**src/rtl/mem_stage_if.sv**
```systemverilog
// Execute-to-memory input bundles and memory-stage output bundles.
// slave: the stage (consumes EX/SRAM data, drives WB/bypass); master: its neighbours.
interface mem_stage_if #(
    parameter int EX_TO_MEM_WD = 80,
    parameter int MEM_TO_WB_WD = 70
);
    logic [EX_TO_MEM_WD-1:0] ex_to_mem_bus;
    logic [65:0]             ex_to_mem1;
    logic [31:0]             data_sram_rdata;
    logic [MEM_TO_WB_WD-1:0] mem_to_wb_bus;
    logic [37:0]             mem_to_id_bus;
    logic [65:0]             mem_to_wb1;
    logic [65:0]             mem_to_id_2;

    modport master (
        output ex_to_mem_bus, ex_to_mem1, data_sram_rdata,
        input  mem_to_wb_bus, mem_to_id_bus, mem_to_wb1, mem_to_id_2
    );

    modport slave (
        input  ex_to_mem_bus, ex_to_mem1, data_sram_rdata,
        output mem_to_wb_bus, mem_to_id_bus, mem_to_wb1, mem_to_id_2
    );
endinterface

```
**src/rtl/mem_stage.sv**
```systemverilog
// Memory stage: one register stage, load data formatted combinationally in the SRAM-data cycle.
// stall[3] holds (or bubbles) the input register; while stall[4] stops, the first returned load word is kept.
module mem_stage #(
    parameter int STALL_W      = 6,
    parameter int EX_TO_MEM_WD = 80,
    parameter int MEM_TO_WB_WD = 70
) (
    input  logic               clk,
    input  logic               rst,
    input  logic [STALL_W-1:0] stall,
    mem_stage_if.slave         bus
);
    localparam logic STOP = 1'b1;

    logic [EX_TO_MEM_WD-1:0] bus_q, bus_d;
    logic [65:0]             hilo_q, hilo_d;
    logic [31:0]             rdata_hold_q, rdata_hold_d;
    logic                    hold_valid_q, hold_valid_d;

    logic [31:0] pc;
    logic        data_ram_en;
    logic [3:0]  data_ram_wen;
    logic        sel_rf_res;
    logic        rf_we;
    logic [4:0]  rf_waddr;
    logic [31:0] ex_result;
    logic [3:0]  data_ram_read;
    logic        is_load;

    assign pc            = bus_q[79:48];
    assign data_ram_en   = bus_q[47];
    assign data_ram_wen  = bus_q[46:43];
    assign sel_rf_res    = bus_q[42];
    assign rf_we         = bus_q[41];
    assign rf_waddr      = bus_q[40:36];
    assign ex_result     = bus_q[35:4];
    assign data_ram_read = bus_q[3:0];

    assign is_load = data_ram_en &&
                     (data_ram_read inside {4'b1111, 4'b0001, 4'b0010, 4'b0011, 4'b0100});

    always_comb begin
        bus_d        = bus_q;
        hilo_d       = hilo_q;
        rdata_hold_d = rdata_hold_q;
        hold_valid_d = hold_valid_q;
        if (stall[3] == STOP && stall[4] != STOP) begin
            bus_d  = '0;
            hilo_d = '0;
        end else if (stall[3] != STOP) begin
            bus_d  = bus.ex_to_mem_bus;
            hilo_d = bus.ex_to_mem1;
        end
        // Only the first word seen while stalled is valid; later SRAM reads may belong to other requests.
        if (stall[4] != STOP) begin
            hold_valid_d = 1'b0;
        end else if (is_load && !hold_valid_q) begin
            rdata_hold_d = bus.data_sram_rdata;
            hold_valid_d = 1'b1;
        end
    end

    always_ff @(posedge clk) begin
        if (rst) begin
            bus_q        <= '0;
            hilo_q       <= '0;
            rdata_hold_q <= '0;
            hold_valid_q <= 1'b0;
        end else begin
            bus_q        <= bus_d;
            hilo_q       <= hilo_d;
            rdata_hold_q <= rdata_hold_d;
            hold_valid_q <= hold_valid_d;
        end
    end

    logic [31:0] word;
    logic [7:0]  byte_sel;
    logic [15:0] half_sel;
    logic [31:0] load_result;
    logic [31:0] rf_wdata;

    assign word     = hold_valid_q ? rdata_hold_q : bus.data_sram_rdata;
    assign byte_sel = word[{ex_result[1:0], 3'b000} +: 8];
    assign half_sel = ex_result[1] ? word[31:16] : word[15:0];

    always_comb begin
        load_result = '0;
        case (data_ram_read)
            4'b1111: load_result = word;
            4'b0001: load_result = {{24{byte_sel[7]}}, byte_sel};
            4'b0010: load_result = {24'b0, byte_sel};
            4'b0011: load_result = ex_result[0] ? 32'b0 : {{16{half_sel[15]}}, half_sel};
            4'b0100: load_result = ex_result[0] ? 32'b0 : {16'b0, half_sel};
            default: load_result = '0;
        endcase
    end

    assign rf_wdata = sel_rf_res ? load_result : ex_result;

    assign bus.mem_to_wb_bus = {pc, rf_we, rf_waddr, rf_wdata};
    assign bus.mem_to_id_bus = {rf_we, rf_waddr, rf_wdata};
    assign bus.mem_to_wb1    = hilo_q;
    assign bus.mem_to_id_2   = hilo_q;

    // Store byte enables and the stall bits owned by other stages have no effect here.
    logic unused_ok;
    assign unused_ok = ^{data_ram_wen, stall[2:0], stall[STALL_W-1:5]};
endmodule
```
**src/flat_wrapper.sv**
```systemverilog
// flat-port wrapper written by rule: the top's interface ports become plain ports
module mem_stage_flat 
#(
    parameter int STALL_W      = 6,
    parameter int EX_TO_MEM_WD = 80,
    parameter int MEM_TO_WB_WD = 70
)
  (clk, rst, stall, bus_ex_to_mem_bus, bus_ex_to_mem1, bus_data_sram_rdata, bus_mem_to_wb_bus, bus_mem_to_id_bus, bus_mem_to_wb1, bus_mem_to_id_2);
  mem_stage_if #(.EX_TO_MEM_WD(EX_TO_MEM_WD), .MEM_TO_WB_WD(MEM_TO_WB_WD)) bus_i ();
  input  logic clk;
  input  logic rst;
  input  logic [STALL_W-1:0] stall;
  input wire logic [$bits(bus_i.ex_to_mem_bus)-1:0] bus_ex_to_mem_bus;
  input wire logic [$bits(bus_i.ex_to_mem1)-1:0] bus_ex_to_mem1;
  input wire logic [$bits(bus_i.data_sram_rdata)-1:0] bus_data_sram_rdata;
  output wire logic [$bits(bus_i.mem_to_wb_bus)-1:0] bus_mem_to_wb_bus;
  output wire logic [$bits(bus_i.mem_to_id_bus)-1:0] bus_mem_to_id_bus;
  output wire logic [$bits(bus_i.mem_to_wb1)-1:0] bus_mem_to_wb1;
  output wire logic [$bits(bus_i.mem_to_id_2)-1:0] bus_mem_to_id_2;
  assign bus_i.ex_to_mem_bus = bus_ex_to_mem_bus;
  assign bus_i.ex_to_mem1 = bus_ex_to_mem1;
  assign bus_i.data_sram_rdata = bus_data_sram_rdata;
  assign bus_mem_to_wb_bus = bus_i.mem_to_wb_bus;
  assign bus_mem_to_id_bus = bus_i.mem_to_id_bus;
  assign bus_mem_to_wb1 = bus_i.mem_to_wb1;
  assign bus_mem_to_id_2 = bus_i.mem_to_id_2;
  mem_stage #(.STALL_W(STALL_W), .EX_TO_MEM_WD(EX_TO_MEM_WD), .MEM_TO_WB_WD(MEM_TO_WB_WD)) u_core (.clk(clk), .rst(rst), .stall(stall), .bus(bus_i));
endmodule
```
**config.mk**
```make
export PLATFORM = sky130hd
export DESIGN_NAME = mem_stage_flat
export DESIGN_NICKNAME = d
export VERILOG_FILES = /design/src/rtl/mem_stage_if.sv /design/src/rtl/mem_stage.sv /design/src/flat_wrapper.sv
export SDC_FILE = /design/constraint.sdc
export NUM_CORES = 1
export LEC_CHECK = 0
export ABC_CLOCK_PERIOD_IN_PS = 2500
export BUFFER_PORTS_ARGS = -buffer_cell sky130_fd_sc_hd__buf_2
export CORE_AREA = 2 2 168 170
export CTS_CLUSTER_DIAMETER = 100
export DETAILED_ROUTE_END_ITERATION = 8
export DIE_AREA = 0 0 170 172
export GPL_TIMING_DRIVEN = 0
export PLACE_DENSITY = 0.59
export SLEW_MARGIN = 20
export SYNTH_ARGS = -nofsm -noshare
export SYNTH_HDL_FRONTEND = slang
export SYNTH_SLANG_ARGS = --single-unit
```
**constraint.sdc**
```tcl
create_clock -name clk -period 2.5 [get_ports clk]
set_input_delay 0.25 -clock clk [delete_from_list [all_inputs] [get_ports clk]]
set_output_delay 0.25 -clock clk [all_outputs]
set_load 0.02 [all_outputs]
```
==> results of run 1 <==
[worst reg2reg max path, stage by stage, from the launching register on]
cell and delay [ps]:
dfxtp_2 340, or4b_4 560, buf_4 160, nand4_4 90, and4b_1 230, buf_6 160, buf_12 160, mux2i_1 220
[area by class of cell]
cell class,count,area (µm²)
Buffer,199,1420
Antenna cell,3,7.507
Sequential cell,175,3513
Inverter,11,41.29
Clock inverter,15,205.2
Fill cell,2675,14360
Clock buffer,17,425.4
Timing Repair Buffer,432,2457
Tap cell,346,432.9
Multi-Input combinational cell,552,4617
[per-layer routing]
layer,up-vias,wire (µm)
met4,2,684
li1,3946,-
met2,297,16770
met5,-,13
met3,35,2332
met1,3809,12960
[state kept, by name (all words and copies together), names as in the netlist]
signal                  flops
u_core.rdata_hold_q        32
u_core.bus.mem_to_id_2     66
u_core.hold_valid_q         1
u_core.bus_q               76
[placed cells by master (no fill, tap or decap), types with 4 or more instances in the layout]
cell type and count:
inv_6 4, a22oi_2 6, buf_4 162, clkinv_8 5
o311ai_4 7, dfxtp_2 5, buf_2 382, mux4_2 9
nor2b_1 7, clkbuf_1 33, nand2_1 24, inv_1 11
buf_6 38, mux2i_1 197, a21oi_4 9, clkbuf_2 5
o221ai_2 12, nor2_1 160, nand2b_1 65, clkbuf_16 17
mux2_2 7, buf_12 6, dfxtp_1 169
[metrics by stage]
step	instances	hold WS (ps)	setup TNS, ps	cell area, µm²	utilization
4_1_cts	1738	13.55	-6248	12660	0.4608
3_3_place_gp	1707	454.6	-1290	11560	0.4207
3_5_place_dp	1707	465.1	-1713	11560	0.4207
5_1_grt	1748	19.84	-9768	13120	0.4773
2_1_floorplan	945	392.8	0	9045	-
6_report	1750	28.16	-4818	13120	0.4775
[power groups by stage]
stage | registers [W] | logic [W] | clock network (W)
6_report | 0.00300 | 0.00148 | 0.00288
5_1_grt | 0.00302 | 0.00159 | 0.00306
4_1_cts | 0.00300 | 0.00142 | 0.00296
3_5_place_dp | 0.00306 | 0.00135 | 0
3_3_place_gp | 0.00306 | 0.00134 | 0
2_1_floorplan | 0.00310 | 0.000797 | 0
[timing repair]
| action | CTS | global route |
|---|---|---|
| buffers inserted | 6 | 9 |
| resized for setup | 115 | 88 |
| setup endpoints to repair | 64 | 63 |
| pin swaps | 14 | 12 |
| gates cloned | 0 | 1 |
[kinds of logic after synthesis]
group                  count (synthesis)
multiplexers                         216
flip-flops                           175
AND/OR/NAND/NOR                      276
buffers and inverters                218
AO/OA/AOI/OAI                         58
XOR/XNOR                               2
[worst max path at each step]
stage,startpoint,endpoint,slack [ps],cells past startpoint
finish,u_core.bus_q[5]$_SDFFE_PP0N_,bus_mem_to_wb_bus[29],-170,7
global route,u_core.bus_q[2]$_SDFFE_PP0N_,bus_mem_to_wb_bus[0],-260,7
CTS,u_core.bus_q[5]$_SDFFE_PP0N_,bus_mem_to_wb_bus[29],-190,7
detailed placement,u_core.bus_q[5]$_SDFFE_PP0N_,bus_mem_to_wb_bus[2],-160,6
global placement,u_core.bus_q[5]$_SDFFE_PP0N_,bus_mem_to_wb_bus[28],-140,7
floorplan,u_core.bus_q[3]$_SDFFE_PP0N_,bus_mem_to_wb_bus[28],40,5
==> summary.json, run 1 <==
{
  "logic_synthesis": {
    "yosysWarnings": 0,
    "synth_seq_area_share": 0.3873,
    "async_flop_share": 0,
    "synth_area_mm2": 0.009045,
    "postSynthRegisterBits": 175,
    "synth.top_cell.area_share": 0.3873,
    "synth_most_common_cell": "mux2i_1",
    "synth.distinct_cells": 40,
    "muxShareOfSynthArea": 0.2525,
    "synth-main-ff-cell": "dfxtp_1",
    "post_synth_fa_ha_maj_area_fraction": 0,
    "postSynthCellCount": 945,
    "synth_simple_gate_area_share": 0.1443,
    "synthTopCellsByArea": "dfxtp_1 (39%), mux2i_1 (22%), buf_4 (12%)",
    "post_synth_edffs": 0,
    "syn_avg_cell_area_um2": 9.571,
    "synth_top_area_cell": "dfxtp_1",
    "synthXorXnorAreaFrac": 0.001937,
    "largest_family_of_logic_cells_by_synthesized_area": "multiplexers",
    "ys_top_cells_by_count": "mux2i_1 (200), dfxtp_1 (175), nor2_1 (160)",
    "synthesis.nets": 1131,
    "synth_compound_gate_area_share": 0.05381
  },
  "cts": {
    "cts.sinks": 175,
    "clock-root-buffer": "clkbuf_16",
    "cts_buffers": 17,
    "number_of_levels_in_the_clock_h_tree": 4,
    "worst_setup_hold_path_clk_slew_ps": 90,
    "worst_skew_pair.late_latency_ps": 440,
    "tritoncts": "done",
    "max-clock-path-buffers": 2,
    "post_cts_hold_buffer_count": 0
  },
  "pwr": {
    "switching_power_w": 0.002322,
    "ir_drop_mv": 0.3253,
    "p_comb_frac": 0.201,
    "clockPowerShare": 0.392,
    "pwr_density_cell_mw_per_mm2": 561.6,
    "seq_power_share": 0.407,
    "power_report.internal_total_w": 0.005047,
    "netSwitchingFraction": 0.3151,
    "finalPower_w": 0.007369,
    "power.static_leakage_nw": 6.579
  },
  "route": {
    "dr.pass1.iters": 5,
    "drt_wl_total_um": 32760,
    "detail_route.iter0.violations": 404,
    "post_detailed_route_wirelength_per_cell_um": 18.72,
    "viasPerCell": 4.622,
    "num_vias": 8089,
    "postRouteAntennaNets": 0,
    "remaining_drc_errors": 0
  },
  "status": {
    "outcome": "finished with violations",
    "violations": "setup timing"
  },
  "worst_hold_path": {
    "whs_path_depth": 3,
    "min-delay-path-class": "input pin to flop",
    "hold-path-endpoint": "u_core.bus.mem_to_id_2[16]$_SDFFE_PP0N_",
    "worst_hold_startpoint": "bus_ex_to_mem1[16]"
  },
  "sta": {
    "slew_headroom": 0.4814,
    "finalCritPeriodShare": 1.067,
    "timing.final.setup_violations": 50,
    "timing_max_transition_violations_final": 0,
    "finalWorstPathRequiredPeriod_ps": 2667,
    "setup_repair_after_global_routing_missed_its_margin": "true",
    "finalHoldViolations": 0,
    "postLayoutSetupSlackWorst_ps": -167.1,
    "skew_ps": 9.737,
    "worst_pin_slew_ps": 778.0,
    "maxClockFrequency_ghz": 0.3749
  },
  "global_route": {
    "grt_usage": 0.2155,
    "grt_antenna_before_repair": 4,
    "grt_max_degree": 21,
    "met1_usage": 0.2437,
    "global_route.peak_usage_layer": "met2",
    "grtUsageMet3": 0.06752,
    "grt-ovfl-total": 0,
    "gr-usage-met2": 0.3881,
    "vias_in_the_first_global_route": 7933,
    "grt_pass1_wl_um": 47110
  },
  "placement": {
    "port_buffers": 416,
    "hpwl_um": 25790,
    "post-place-ws_ps": -156.7,
    "gpl.final_weighted_congestion": 0.8982
  },
  "worst_setup_path": {
    "start_kind": "flop",
    "kind_of_critical_path": "flop to output port",
    "timing.critical_path.required_ps": 2250,
    "endpoint_kind": "output port",
    "cp.arrival_ps": 2420,
    "rr_startpoint": "u_core.bus_q[0]$_SDFFE_PP0N_",
    "worst-path-max-fanout": 10,
    "timing.critical_path.buf_inv": 3,
    "worst_path_dominant_cell_family": "multiplexers",
    "path_cells": "mux4_2 -> a32o_2 -> nand4_4 -> buf_12 -> o311ai_2 -> buf_4 -> buf_2",
    "r2r_end": "u_core.rdata_hold_q[29]$_SDFFE_PP0P_",
    "highest_cell_delay_on_the_worst_timing_path_ps": 550,
    "timing.reg2reg.setup_slack_ps": 500,
    "rr_worst_depth": 7,
    "critPathSlowestCell": "mux4_2"
  },
  "floorplanning": {
    "pin_count": 426,
    "die_w_um": 170,
    "core.rowCount": 61,
    "start_util": 0.3292,
    "core_area_mm2": 0.02748,
    "design.die.area_mm2": 0.02924,
    "die_height_um": 172
  },
  "flow_run": {
    "cap_violations": 0
  },
  "finish": {
    "finalNetCount": 1574,
    "area_growth_from_synthesis_to_layout_pct": 45.05,
    "post_route_cells_drive_above_1_share": 0.5118
  }
}
Note: power is estimated with default switching activity, not from simulation.
==> run 2: changes to the inputs <==
ABC_CLOCK_PERIOD_IN_PS = 2600   (was 2500)
PLACE_DENSITY = not set   (was 0.59)
clock period = 2.6 ns   (was 2.5 ns; I/O delays follow)
==> summary.json, run 2 (synthesis results as in run 1) <==
{
  "status": {
    "outcome": "finished with violations",
    "violations": "setup timing"
  },
  "sta": {
    "skew_ps": 11.06,
    "worst_pin_slew_ps": 823.7,
    "setup_repair_after_global_routing_missed_its_margin": "true",
    "timing_max_transition_violations_final": 0,
    "finalCritPeriodShare": 1.018,
    "slew_headroom": 0.4509,
    "finalHoldViolations": 0,
    "postLayoutSetupSlackWorst_ps": -46.26,
    "maxClockFrequency_ghz": 0.3779,
    "finalWorstPathRequiredPeriod_ps": 2646,
    "timing.final.setup_violations": 18,
    "timing.hold.ws_ps": 41.07
  },
  "cts": {
    "worst_setup_hold_path_clk_slew_ps": 80,
    "cts_buffers": 17,
    "number_of_levels_in_the_clock_h_tree": 4,
    "post_cts_hold_buffer_count": 0,
    "clock-root-buffer": "clkbuf_16",
    "max-clock-path-buffers": 2,
    "worst_skew_pair.late_latency_ps": 430,
    "tritoncts": "done",
    "cts.sinks": 175
  },
  "finish": {
    "area_growth_from_synthesis_to_layout_pct": 42.48,
    "final_core_util": 0.4690,
    "layout.cells.most_common": "buf_2",
    "post-route-cell-area_mm2": 0.01289,
    "post_route_cells_drive_above_1_share": 0.5043,
    "mostFrequentLayoutCells": "buf_2 (399), mux2i_1 (200), dfxtp_1 (171)",
    "largest_register_ff_count": 76,
    "finalNetCount": 1577,
    "largest_register": "u_core.bus_q"
  },
  "placement": {
    "post-place-ws_ps": -302.3,
    "gpl.final_weighted_congestion": 0.9332,
    "hpwl_um": 26340,
    "port_buffers": 416,
    "placement.cell_area_mm2": 0.01156
  },
  "pwr": {
    "power.static_leakage_nw": 6.479,
    "pwr_density_cell_mw_per_mm2": 541.4,
    "finalPower_w": 0.006978,
    "ir_drop_mv": 0.3923
  },
  "floorplanning": {
    "die_height_um": 172,
    "start_util": 0.3292,
    "die_w_um": 170,
    "core_area_mm2": 0.02748,
    "design.die.area_mm2": 0.02924,
    "pin_count": 426,
    "core.rowCount": 61
  },
  "global_route": {
    "grt_antenna_before_repair": 1,
    "grt_pass1_wl_um": 47100,
    "grt_max_degree": 18,
    "grt-ovfl-total": 0,
    "vias_in_the_first_global_route": 7848,
    "grt_usage": 0.2148
  },
  "route": {
    "remaining_drc_errors": 0,
    "dr.pass1.iters": 4,
    "post_detailed_route_wirelength_per_cell_um": 18.77,
    "drt_wl_total_um": 32860,
    "num_vias": 8205,
    "postRouteAntennaNets": 0,
    "viasPerCell": 4.686,
    "detail_route.iter0.violations": 466
  },
  "worst_setup_path": {
    "endpoint_kind": "output port",
    "path_cells": "mux4_2 -> a32o_2 -> nand4_4 -> clkbuf_16 -> o221ai_2 -> buf_4 -> buf_2",
    "critPathSlowestCell": "mux4_2",
    "timing.critical_path.required_ps": 2340,
    "worst-path-max-fanout": 5,
    "highest_cell_delay_on_the_worst_timing_path_ps": 540,
    "cp.arrival_ps": 2390,
    "kind_of_critical_path": "flop to output port",
    "start_kind": "flop"
  },
  "worst_hold_path": {
    "min-delay-path-class": "input pin to flop"
  },
  "flow_run": {
    "cap_violations": 0
  }
}
-- run 2: cell types whose count changed in the layout (fill, tap and decap cells not counted), sizes merged --
| cell | previous run | this run |
|---|---|---|
| clkinv | 6 | 4 |
| diode | 3 | 1 |
| buf | 590 | 591 |
| clkbuf | 58 | 61 |
| clkinvlp | 0 | 2 |
| bufinv | 1 | 2 |
| inv | 19 | 17 |
-- run 2: worst max-delay path: cells and delay by family, from the launching register on --
kind	cells	cell delay (ps)
buf+inv	3	490
flops	1	390
simple gates	1	120
compound gates	2	420
mux	1	540
-- run 2: final cells by class --
cell class / instances / area (µm²)
timing repair buffer: 436 / 2417
antenna: 1 / 2.502
sequential: 175 / 3513
inverter: 11 / 41.29
buffer: 198 / 1413
fill: 2682 / 14590
clock buffer: 18 / 429.2
tap: 346 / 432.9
multi-input combinational: 552 / 4463
clock inverter: 14 / 175.2
-- run 2: where the power goes --
part	total, W	switching (W)	internal (W)	leakage, nW
Combinational	0.00140	0.000761	0.000634	4.76
Sequential	0.00288	0.0000903	0.00279	1.43
Clock	0.00270	0.00124	0.00146	0.289
-- run 2: metrics by stage --
stage / std cells / TNS [ps]
2_1_floorplan: 945 / 0
3_3_place_gp: 1707 / -983.4
3_5_place_dp: 1707 / -958.6
4_1_cts: 1744 / -1346
5_1_grt: 1750 / -3775
6_report: 1751 / -471.5
-- run 2: worst paths after layout --
kind                                                           start                                       to  slack, ps  depth (start not counted)
worst max-delay path                    u_core.bus_q[5]$_SDFFE_PP0N_                    bus_mem_to_wb_bus[20]        -50                          7
worst min-delay path                              bus_ex_to_mem1[48]  u_core.bus.mem_to_id_2[48]$_SDFFE_PP0N_         40                          3
worst max register to register          u_core.bus_q[3]$_SDFFE_PP0N_      u_core.rdata_hold_q[6]$_SDFFE_PP0P_        730                          7
worst min register to register  u_core.rdata_hold_q[22]$_SDFFE_PP0P_     u_core.rdata_hold_q[22]$_SDFFE_PP0P_        480                          2
-- run 2: routing by layer --
metal | routed length [µm] | GRT usage | vias up
met3 | 2016 | 0.05539 | 39
met5 | 0 | 0 | -
li1 | - | - | 3960
met2 | 16890 | 0.3915 | 306
met4 | 846 | 0.07878 | 0
met1 | 13110 | 0.2416 | 3900
-- run 2: what timing repair did --
| item | in CTS | in global routing |
|---|---|---|
| gates resized for setup | 102 | 46 |
| setup buffers | 12 | 6 |
| endpoints found under the setup margin | 64 | 56 |
| cloned | 2 | 0 |
| pin swaps | 13 | 2 |
